### config.mk
export PLATFORM = sky130hd
export DESIGN_NAME = top
export DESIGN_NICKNAME = d
export VERILOG_FILES = /design/src/rtl/top_pkg.sv /design/src/rtl/top_round_sat.sv /design/src/rtl/top.sv
export SDC_FILE = /design/constraint.sdc
export NUM_CORES = 1
export LEC_CHECK = 0
export BUFFER_PORTS_ARGS = -buffer_cell sky130_fd_sc_hd__buf_2
export CAP_MARGIN = 15
export CORE_MARGIN = 2
export CORE_UTILIZATION = 30
export DETAILED_ROUTE_END_ITERATION = 7
export PLACE_DENSITY_LB_ADDON = 0.2
export SLEW_MARGIN = 20
export SYNTH_ARGS = -nofsm -noshare
export SYNTH_HDL_FRONTEND = slang
export SYNTH_SLANG_ARGS = --single-unit
### constraint.sdc
create_clock -name clk -period 1.6 [get_ports clk]
set_input_delay 0.16 -clock clk [delete_from_list [all_inputs] [get_ports clk]]
set_output_delay 0.16 -clock clk [all_outputs]
set_load 0.03 [all_outputs]
### src/rtl/top_pkg.sv
// -----------------------------------------------------------------------------
// top_pkg
// Shared definitions for the fixed-point rounding/saturation block.
//   - Default widths: Q8.8 signed input, 8-bit signed integer output.
//   - HALF_LSB: half of one output LSB in input units (0.5 in Q8.8).
//   - OUT_MAX / OUT_MIN: saturation limits of the 8-bit signed output.
//   - q8_8_t: the signed Q8.8 input word.
// -----------------------------------------------------------------------------
package top_pkg;

    localparam int IN_W_DEF   = 16;
    localparam int FRAC_W_DEF = 8;
    localparam int OUT_W_DEF  = 8;

    localparam logic [15:0] HALF_LSB = 16'h0080;
    localparam int          OUT_MAX  = 127;
    localparam int          OUT_MIN  = -128;

    typedef logic signed [15:0] q8_8_t;

endpackage

### src/rtl/top_round_sat.sv
// -----------------------------------------------------------------------------
// round_sat
// Purely combinational rounding of a signed fixed-point word to a signed
// integer, followed by saturation to OUT_W bits.
// Optional feature macro: ROUND_CONV_EN -- ties (fraction exactly one half)
// round to the nearest even integer instead of half-up.
// Ports:
//   fixed_point_in  in   IN_W     signed fixed-point input
//   temp_res        out  OUT_W+1  rounded value before saturation
//   result          out  OUT_W    saturated integer
//   overflow        out  1        result was clamped
// -----------------------------------------------------------------------------
module round_sat
    import top_pkg::*;
#(
    parameter int IN_W   = IN_W_DEF,
    parameter int FRAC_W = FRAC_W_DEF,
    parameter int OUT_W  = OUT_W_DEF
) (
    input  logic [IN_W-1:0]  fixed_point_in,
    output logic [OUT_W:0]   temp_res,
    output logic [OUT_W-1:0] result,
    output logic             overflow
);

    // Half of one integer step in input units; equals HALF_LSB for Q8.8.
    localparam logic signed [IN_W:0]  HALF    = $signed((IN_W+1)'(1) << (FRAC_W - 1));
    localparam logic signed [OUT_W:0] SAT_MAX = $signed((OUT_W+1)'((1 << (OUT_W - 1)) - 1));
    localparam logic signed [OUT_W:0] SAT_MIN = $signed((OUT_W+1)'(-(1 << (OUT_W - 1))));

    logic signed [IN_W:0]  sum_s;
    logic signed [OUT_W:0] raw_s;
    logic signed [OUT_W:0] temp_s;

    // One extra bit of headroom so adding the half LSB to the most positive
    // input cannot wrap; the shifted result always fits in OUT_W+1 bits.
    assign sum_s = $signed({fixed_point_in[IN_W-1], fixed_point_in}) + HALF;
    assign raw_s = (OUT_W+1)'(sum_s >>> FRAC_W);

`ifdef ROUND_CONV_EN
    logic tie_s;

    assign tie_s = (fixed_point_in[FRAC_W-1:0] == HALF[FRAC_W-1:0]);

    // On an exact tie half-up lands on k+1; pull odd results back to even k.
    always_comb begin
        temp_s = raw_s;
        if (tie_s && raw_s[0]) begin
            temp_s = raw_s - $signed((OUT_W+1)'(1));
        end else begin
            temp_s = raw_s;
        end
    end
`else
    // Plain round-half-up.
    always_comb begin
        temp_s = raw_s;
    end
`endif

    assign temp_res = temp_s;

    // Clamp to the signed OUT_W range and flag any clamping.
    always_comb begin
        result   = temp_s[OUT_W-1:0];
        overflow = 1'b0;
        if (temp_s > SAT_MAX) begin
            result   = SAT_MAX[OUT_W-1:0];
            overflow = 1'b1;
        end else if (temp_s < SAT_MIN) begin
            result   = SAT_MIN[OUT_W-1:0];
            overflow = 1'b1;
        end else begin
            result   = temp_s[OUT_W-1:0];
            overflow = 1'b0;
        end
    end

endmodule

### src/rtl/top.sv
// -----------------------------------------------------------------------------
// top
// Registered fixed-point to integer converter with rounding, saturation and
// a saturating count of clamped results. One cycle of latency, no backpressure.
// Optional feature macro: ROUND_CONV_EN (round ties to even, see round_sat).
// Ports:
//   clk                  in   1      clock, rising edge
//   rst                  in   1      asynchronous active-high reset
//   in_valid             in   1      fixed_point_in is valid this cycle
//   fixed_point_in       in   IN_W   signed Q8.8 value
//   out_valid            out  1      outputs below are valid this cycle
//   rounded_integer_out  out  OUT_W  rounded, saturated integer
//   overflow             out  1      result was clamped
//   sat_count            out  16     clamped results since reset (saturating)
// -----------------------------------------------------------------------------
module top
    import top_pkg::*;
#(
    parameter int IN_W   = IN_W_DEF,
    parameter int FRAC_W = FRAC_W_DEF,
    parameter int OUT_W  = OUT_W_DEF
) (
    input  logic             clk,
    input  logic             rst,
    input  logic             in_valid,
    input  logic [IN_W-1:0]  fixed_point_in,
    output logic             out_valid,
    output logic [OUT_W-1:0] rounded_integer_out,
    output logic             overflow,
    output logic [15:0]      sat_count
);

    logic [OUT_W:0]   temp_res;
    logic [OUT_W-1:0] result_s;
    logic             overflow_s;

    round_sat #(
        .IN_W   (IN_W),
        .FRAC_W (FRAC_W),
        .OUT_W  (OUT_W)
    ) u_round_sat (
        .fixed_point_in (fixed_point_in),
        .temp_res       (temp_res),
        .result         (result_s),
        .overflow       (overflow_s)
    );

    // Output pipe stage: data registers only load on a valid sample so they
    // hold their last value across gaps.
    always_ff @(posedge clk or posedge rst) begin
        if (rst) begin
            out_valid           <= 1'b0;
            rounded_integer_out <= '0;
            overflow            <= 1'b0;
        end else begin
            out_valid <= in_valid;
            if (in_valid) begin
                rounded_integer_out <= result_s;
                overflow            <= overflow_s;
            end else begin
                rounded_integer_out <= rounded_integer_out;
                overflow            <= overflow;
            end
        end
    end

    // Count clamped samples, sticking at all-ones rather than wrapping.
    always_ff @(posedge clk or posedge rst) begin
        if (rst) begin
            sat_count <= 16'h0000;
        end else if (in_valid && overflow_s && (sat_count != 16'hFFFF)) begin
            sat_count <= sat_count + 16'h0001;
        end else begin
            sat_count <= sat_count;
        end
    end

endmodule

==> results of run 1 <==
-- worst register-to-register path, stage by stage, from the launching register on --
cell	delay [ns]
sky130_fd_sc_hd__dfrtp_2	0.43
sky130_fd_sc_hd__ha_4	0.16
sky130_fd_sc_hd__and3_4	0.15
sky130_fd_sc_hd__nand4_1	0.10
sky130_fd_sc_hd__and4_4	0.31
sky130_fd_sc_hd__mux2_4	0.31
-- cell type report --
type                            count  area (um2)
Clock buffer                        4        45.0
Fill cell                         445        2490
Inverter                            5        18.8
Multi-Input combinational cell     93         733
Sequential cell                    26         657
Tap cell                           52        65.1
Timing Repair Buffer               62         379
-- registers in the layout, indices dropped and copies added (netlist names) --
register             cells
rounded_integer_out      8
overflow                 1
sat_count               16
out_valid                1
-- path summary, 6_finish.rpt --
| check | from | to | slack, ns | cells past startpoint |
|---|---|---|---|---|
| max in group asynchronous | rst | sat_count[1] | 0.85 | 4 |
| setup reg to reg | sat_count[1] | sat_count[1] | 0.03 | 5 |
| min in group asynchronous | rst | sat_count[0] | 0.48 | 4 |
| hold / removal | in_valid | out_valid | 0.14 | 1 |
| hold reg to reg | sat_count[2] | sat_count[2] | 0.50 | 1 |
| setup / recovery | sat_count[1] | sat_count[1] | 0.03 | 5 |
-- synth_stat cells (2+ instances only) --
library cell	instances	area share
sky130_fd_sc_hd__o21ai_0	6	0.022
sky130_fd_sc_hd__nand3_1	10	0.036
sky130_fd_sc_hd__nor2_1	4	0.011
sky130_fd_sc_hd__xnor2_1	12	0.077
sky130_fd_sc_hd__ha_1	2	0.018
sky130_fd_sc_hd__nand4_1	2	0.0091
sky130_fd_sc_hd__xor2_1	6	0.038
sky130_fd_sc_hd__nand4_2	2	0.018
sky130_fd_sc_hd__dfrtp_1	26	0.47
sky130_fd_sc_hd__and4_1	3	0.019
sky130_fd_sc_hd__mux2_2	2	0.016
sky130_fd_sc_hd__inv_1	5	0.014
sky130_fd_sc_hd__and3_1	3	0.014
sky130_fd_sc_hd__a21boi_0	3	0.016
sky130_fd_sc_hd__nand2_1	13	0.036
sky130_fd_sc_hd__nor3_1	2	0.0073
sky130_fd_sc_hd__a21oi_1	4	0.015
sky130_fd_sc_hd__buf_2	2	0.0073
sky130_fd_sc_hd__nand3_4	2	0.026
sky130_fd_sc_hd__nor4_2	2	0.018
-- where the power goes --
group	total [mW]	internal, mW	switching [mW]
registers	0.698	0.683	0.0148
logic	0.204	0.0688	0.135
clock network	0.373	0.178	0.195
total	1.27	0.930	0.344
-- layout by cell type, fill, tap and decap left out, types with 3 or more instances in the layout --
| cell | n |
|---|---|
| sky130_fd_sc_hd__a21boi_0 | 3 |
| sky130_fd_sc_hd__buf_2 | 37 |
| sky130_fd_sc_hd__inv_1 | 5 |
| sky130_fd_sc_hd__nand3_1 | 10 |
| sky130_fd_sc_hd__and4_1 | 3 |
| sky130_fd_sc_hd__nor2_1 | 4 |
| sky130_fd_sc_hd__dfrtp_1 | 21 |
| sky130_fd_sc_hd__xor2_1 | 6 |
| sky130_fd_sc_hd__buf_4 | 23 |
| sky130_fd_sc_hd__nand2_1 | 12 |
| sky130_fd_sc_hd__clkbuf_8 | 3 |
| sky130_fd_sc_hd__xnor2_1 | 12 |
| sky130_fd_sc_hd__o21ai_0 | 6 |
| sky130_fd_sc_hd__dfrtp_2 | 5 |
| sky130_fd_sc_hd__a21oi_1 | 4 |
-- logic make-up after synthesis --
family,synth area share
AOI/OAI and AO/OA,0.0766
DFF,0.474
buffers and inverters,0.0292
xor gates and xnor gates,0.127
adders and majority gates,0.0182
muxes,0.0319
and+or+nand+nor,0.243
-- metal layers --
metal,vias up,part of all wire,global-route usage
met4,0,0.0091,0.0503
met5,-,0,0
met3,4,0.046,0.0183
met2,36,0.50,0.220
li1,578,-,-
met1,571,0.45,0.160
-- what timing repair did --
| action | in CTS | in global routing |
|---|---|---|
| resized for setup | 0 | 5 |
| setup endpoints to repair | 0 | 7 |
| endpoints found under the hold margin | 26 | 0 |
| hold buffers | 1 | 0 |
-- metrics by stage --
stage | hold WS, ns | utilization | power, mW | cell area [um2]
after global routing | 0.149 | 0.433 | 1.33 | 1900
after global placement | 0.228 | 0.412 | 0.910 | 1810
final | 0.144 | 0.433 | 1.27 | 1900
after detailed placement | 0.238 | 0.412 | 0.914 | 1810
after CTS | 0.124 | 0.425 | 1.30 | 1860
after floorplan | 0.191 | - | 0.835 | 1400
==> run summary, run 1 <==
- result of the run: finished, final reports clean
- clock latency on the worst-skew pair: 0.26 ns
- Finished Layout Cells: 242
- minimum clock period: 1.57 ns
- worst-path cell with the longest stage delay: sky130_fd_sc_hd__dfrtp_2
- startpoint class of the critical path: flop
- max cap viols: 0
- Critical Path Max Stage Delay: 0.43 ns
- post-synthesis area per instance: 10.9 um2
- hold violation count in the final report: 0
- power density cells: 671 nW/um2
- crit path max fanout: 5
- minimum setup slack after placement: -0.0401 ns
- residual DRC count: 0
- clock net sink count: 26
- first-pass GRT wire length: 5.18 mm
- data arrival time at the worst-slack endpoint: 1.73 ns
- TritonCTS clock tree: yes
- number of flops mapped to enable cells by yosys: 0
- aggregate routed wire length: 3.18 mm
- CP Capture Type: flop
- worst min-delay path category: primary input to flop
- number of levels the H-tree was split into: 1
- pin count of the biggest net entering global routing: 27
- Crit Path Category: flop to flop
- die area: 5130 um2
- post-synthesis async set-or-reset flop share: 1.00
- number of buffers created by CTS: 3
- Synth cell types: 35
- flop and latch count out of synthesis: 26
- root buffer cell: sky130_fd_sc_hd__clkbuf_8
- Final period util: 0.982
- number of antenna diodes: 0
- number of standard cells after synthesis: 126
- cells traversed along the worst timing path: ha_4 -> and3_4 -> nand4_1 -> and4_4 -> mux2_4
- number of slew-limit violations in the final report: 0
- total negative slack: 0 ns
- total nets after synthesis: 147
- antenna violations before repair: 0
- routed wirelength normalized by instance count: 13.1 um
- buffers from clock root to sink, at most: 2
- Setup-failing EPs final: 0
- initial core utilization: 0.313
- leakage power: 0.954 nW
- Horiz. Die Dim: 71.6 um
- # Post-CTS Setup Buffers: 0
- Pre-antenna DRT Iters: 4
- grt ovf: 0
- vias in the first global route: 1192
- family of cells with the greatest summed delay on the critical path: simple AND/OR/NAND/NOR gates
- total number of yosys warnings: 0
- number of nets still failing antenna checks after routing: 0
- total via count after detailed routing: 1189
- Slew @ Worst Pin: 0.336 ns
- portion of the post-synthesis area used by sequential elements: 0.474
- fraction of layout cells with a size suffix above 1: 0.458
- placement row count: 24
- Top Ports: 45
- height of the die: 71.6 um
- global placer's final weighted congestion: 0.820
- setup repair after global routing missed its margin: true
- maximum vdd ir drop: 0.392 mV
- cell count after placement: 236
- Layout Skew: 0.00571 ns
- Worst Path Buf+Inv: 0
- vias per inst: 4.91
- Core Box Area: 4380 um2
- Worst Setup Slack, final: 0.0289 ns
- post-detailed-placement half-perimeter wirelength: 2.40 mm
- layout overhead on the synthesized area: 38.3%
- worst relative slew slack: 0.776
- fmax: 636 MHz
- Primary FF master, synth: sky130_fd_sc_hd__dfrtp_1
- Clk pin slew, worst setup/hold paths: 0.09 ns
- Crit path required time: 1.76 ns
- post-layout net count: 212
- total routing usage reported by global routing: 0.127
- count of port buffers added during placement: 37
- combined area of all synthesized cells: 1370 um2
- number of DRC violations after detailed-routing iteration 0: 35
No activity file was read; power rests on OpenSTA's default activity.
==> inputs of run 2 (changes only) <==
--- a/config.mk
+++ b/config.mk
@@ -8,7 +8,7 @@
 export BUFFER_PORTS_ARGS = -buffer_cell sky130_fd_sc_hd__buf_2
 export CAP_MARGIN = 15
 export CORE_MARGIN = 2
-export CORE_UTILIZATION = 30
+export CORE_UTILIZATION = 45
 export DETAILED_ROUTE_END_ITERATION = 7
 export PLACE_DENSITY_LB_ADDON = 0.2
 export SLEW_MARGIN = 20
==> constraint.sdc (replaced) <==
create_clock -name clk -period 1.6 [get_ports clk]
set_input_delay 0.16 -clock clk [delete_from_list [all_inputs] [get_ports clk]]
set_output_delay 0.16 -clock clk [all_outputs]
set_load 0.02 [all_outputs]
==> run 2 against run 1 <==
Compared with the run above:
- final cell count is 9.1% lower
- final area shrank 0.13%
- critical path depth rose by 2
- sequential cell count unchanged
- critical endpoint is now sat_count[9]
- clock power up 19%
- die area is 32% lower
- clock-buffer cell count shrank 1
- worst hold slack worse by 0.081 ns
- via count decreased by 2.7%
- global-route usage increased by 5.3 points
- register-to-register slack worse by 0.02 ns
- non-clock buffer count is 2 lower
==> run summary, run 2 (same netlist as run 1, synthesis figures left out) <==
- number of slew-limit violations in the final report: 0, unchanged
- startpoint of the worst register-to-register path: sat_count[1]
- most common library cell in the layout ignoring fill and taps: sky130_fd_sc_hd__buf_2
- Crit Path Category: flop to flop
- pin count of the biggest net entering global routing: 27, unchanged
- power density cells: 698 nW/um2, +4.0%
- launching element of the worst setup path: sat_count[1]
- total via count after detailed routing: 1157, -2.7%
- final cell utilization of the core: 0.637, +0.204
- # Post-CTS Setup Buffers: 0, unchanged
- placement row count: 20, -17%
- number of nets still failing antenna checks after routing: 0, unchanged
- TritonCTS clock tree: yes
- Crit path required time: 1.82 ns, +0.06 ns
- Core Box Area: 2980 um2, -32%
- initial core utilization: 0.461, +0.148
- Pwr Total: 1.32 mW, +3.9%
- height of the die: 59.2 um, -17%
- Setup-failing EPs final: 0, unchanged
- buffers from clock root to sink, at most: 2, unchanged
- clock net sink count: 26, unchanged
- number of buffers created by CTS: 3, unchanged
- vias per inst: 5.26, +7.0%
- registers with the most flip-flops: sat_count x16, rounded_integer_out x8
- post-detailed-placement half-perimeter wirelength: 2.22 mm, -7.7%
- residual DRC count: 0, unchanged
- Top Ports: 45, unchanged
- number of antenna diodes: 0, unchanged
- max cap viols: 0, unchanged
- worst min-delay path category: primary input to flop
- setup repair after global routing missed its margin: true
- aggregate routed wire length: 2.90 mm, -8.8%
- Finished Layout Cells: 220, -9.1%
- Horiz. Die Dim: 59.2 um, -17%
- root buffer cell: sky130_fd_sc_hd__clkbuf_4
- maximum vdd ir drop: 0.510 mV, +30%
- DR WL met3: 76 um, -48%
- met1 wire length: 1.24 mm, -13%
- routed wirelength normalized by instance count: 13.2 um, +0.37%
- hold violation count in the final report: 0, unchanged
- vias in the first global route: 1164, -2.3%
- first-pass GRT wire length: 4.82 mm, -6.9%
- post-layout net count: 209, -1.4%
- Clk pin slew, worst setup/hold paths: 0.14 ns, +0.05 ns
- data arrival time at the worst-slack endpoint: 1.81 ns, +0.08 ns
- total routing usage reported by global routing: 0.180, +0.0526
- Slew @ Worst Pin: 0.335 ns, -0.00118 ns
- cell count after placement: 215, -8.9%
- total negative slack: 0 ns, unchanged
- source of the worst hold timing path: in_valid
- clock latency on the worst-skew pair: 0.31 ns, +0.05 ns
- number of DRC violations after detailed-routing iteration 0: 28, -20%
- result of the run: finished, final reports clean
- layout overhead on the synthesized area: 38.1%
- minimum clock period: 1.59 ns, +0.0213 ns
- worst relative slew slack: 0.777, +0.000785
- routed wl met2: 1.55 mm, -2.1%
- most flop-heavy register: sat_count
- Layout Skew: 0.000565 ns, -0.00515 ns
- global placer's final weighted congestion: 0.804, -1.9%
- leakage power: 0.965 nW, +1.1%
- fraction of layout cells with a size suffix above 1: 0.471, +0.0127
- Final period util: 0.995, +0.0133
- startpoint class of the critical path: flop
- Top Layer Used: met4
- highest-count cells in the layout ignoring fill and taps: 37 x sky130_fd_sc_hd__buf_2, 24 x sky130_fd_sc_hd__dfrtp_1, 21 x sky130_fd_sc_hd__buf_4
- crit path max fanout: 6, +1
- die area: 3510 um2, -32%
- fmax: 628 MHz, -1.3%
- CP Capture Type: flop
- Pre-antenna DRT Iters: 4, unchanged
- number of levels the H-tree was split into: 1, unchanged
- count of port buffers added during placement: 37, unchanged
- max reg flops: 16, unchanged
- antenna violations before repair: 0, unchanged
- grt ovf: 0, unchanged
[run 2: routing by layer]
layer / up-vias / track usage
li1: 568 / -
met1: 562 / 0.206
met2: 23 / 0.325
met3: 4 / 0.0306
met4: 0 / 0.0779
met5: - / 0
[run 2: through the flow]
step,instance area (um2),hold WS [ns],worst slack [ns]
2_1_floorplan,1380,0.191,-0.0194
3_3_place_gp,1770,0.226,-0.0193
3_5_place_dp,1770,0.229,-0.0425
4_1_cts,1830,0.0537,0.000717
5_1_grt,1900,0.0424,-0.0487
6_report,1900,0.0631,0.00760
[run 2: final cells by class]
class	count	area [um2]
Fill cell	260	1080
Multi-Input combinational cell	92	757
Sequential cell	26	653
Timing Repair Buffer	60	373
Tap cell	33	41.3
Clock inverter	1	30.0
Clock buffer	3	22.5
Inverter	5	18.8
[run 2: timing repair]
action	in CTS	in global routing
cloned	0	0
resized for setup	0	13
pin swaps	1	7
hold buffers	1	0
hold endpoints to repair	26	0
setup endpoints to repair	1	12
[run 2: worst paths after layout]
kind,to,slack [ns],cells past startpoint
worst max-delay path,sat_count[9],0.008,7
worst min register to register,rounded_integer_out[2],0.53,2
worst max register to register,sat_count[9],0.008,7
min in group asynchronous,sat_count[4],0.42,4
max in group asynchronous,sat_count[0],0.92,4
worst min-delay path,out_valid,0.06,1
[run 2: critical path: stages (launching register included)]
cell                      delay, ns
sky130_fd_sc_hd__dfrtp_2       0.46
sky130_fd_sc_hd__ha_4          0.17
sky130_fd_sc_hd__and3_4        0.15
sky130_fd_sc_hd__nand4_1       0.07
sky130_fd_sc_hd__and4_4        0.29
sky130_fd_sc_hd__buf_12        0.13
sky130_fd_sc_hd__nand4_2       0.10
sky130_fd_sc_hd__xnor2_1       0.13
[run 2: report_power, final]
group / switching, mW / internal, mW / total, mW / leakage, nW
Combinational: 0.113 / 0.0686 / 0.182 / 0.597
Sequential: 0.0149 / 0.684 / 0.699 / 0.340
Clock: 0.190 / 0.253 / 0.443 / 0.0279
Total: 0.318 / 1.01 / 1.32 / 0.965
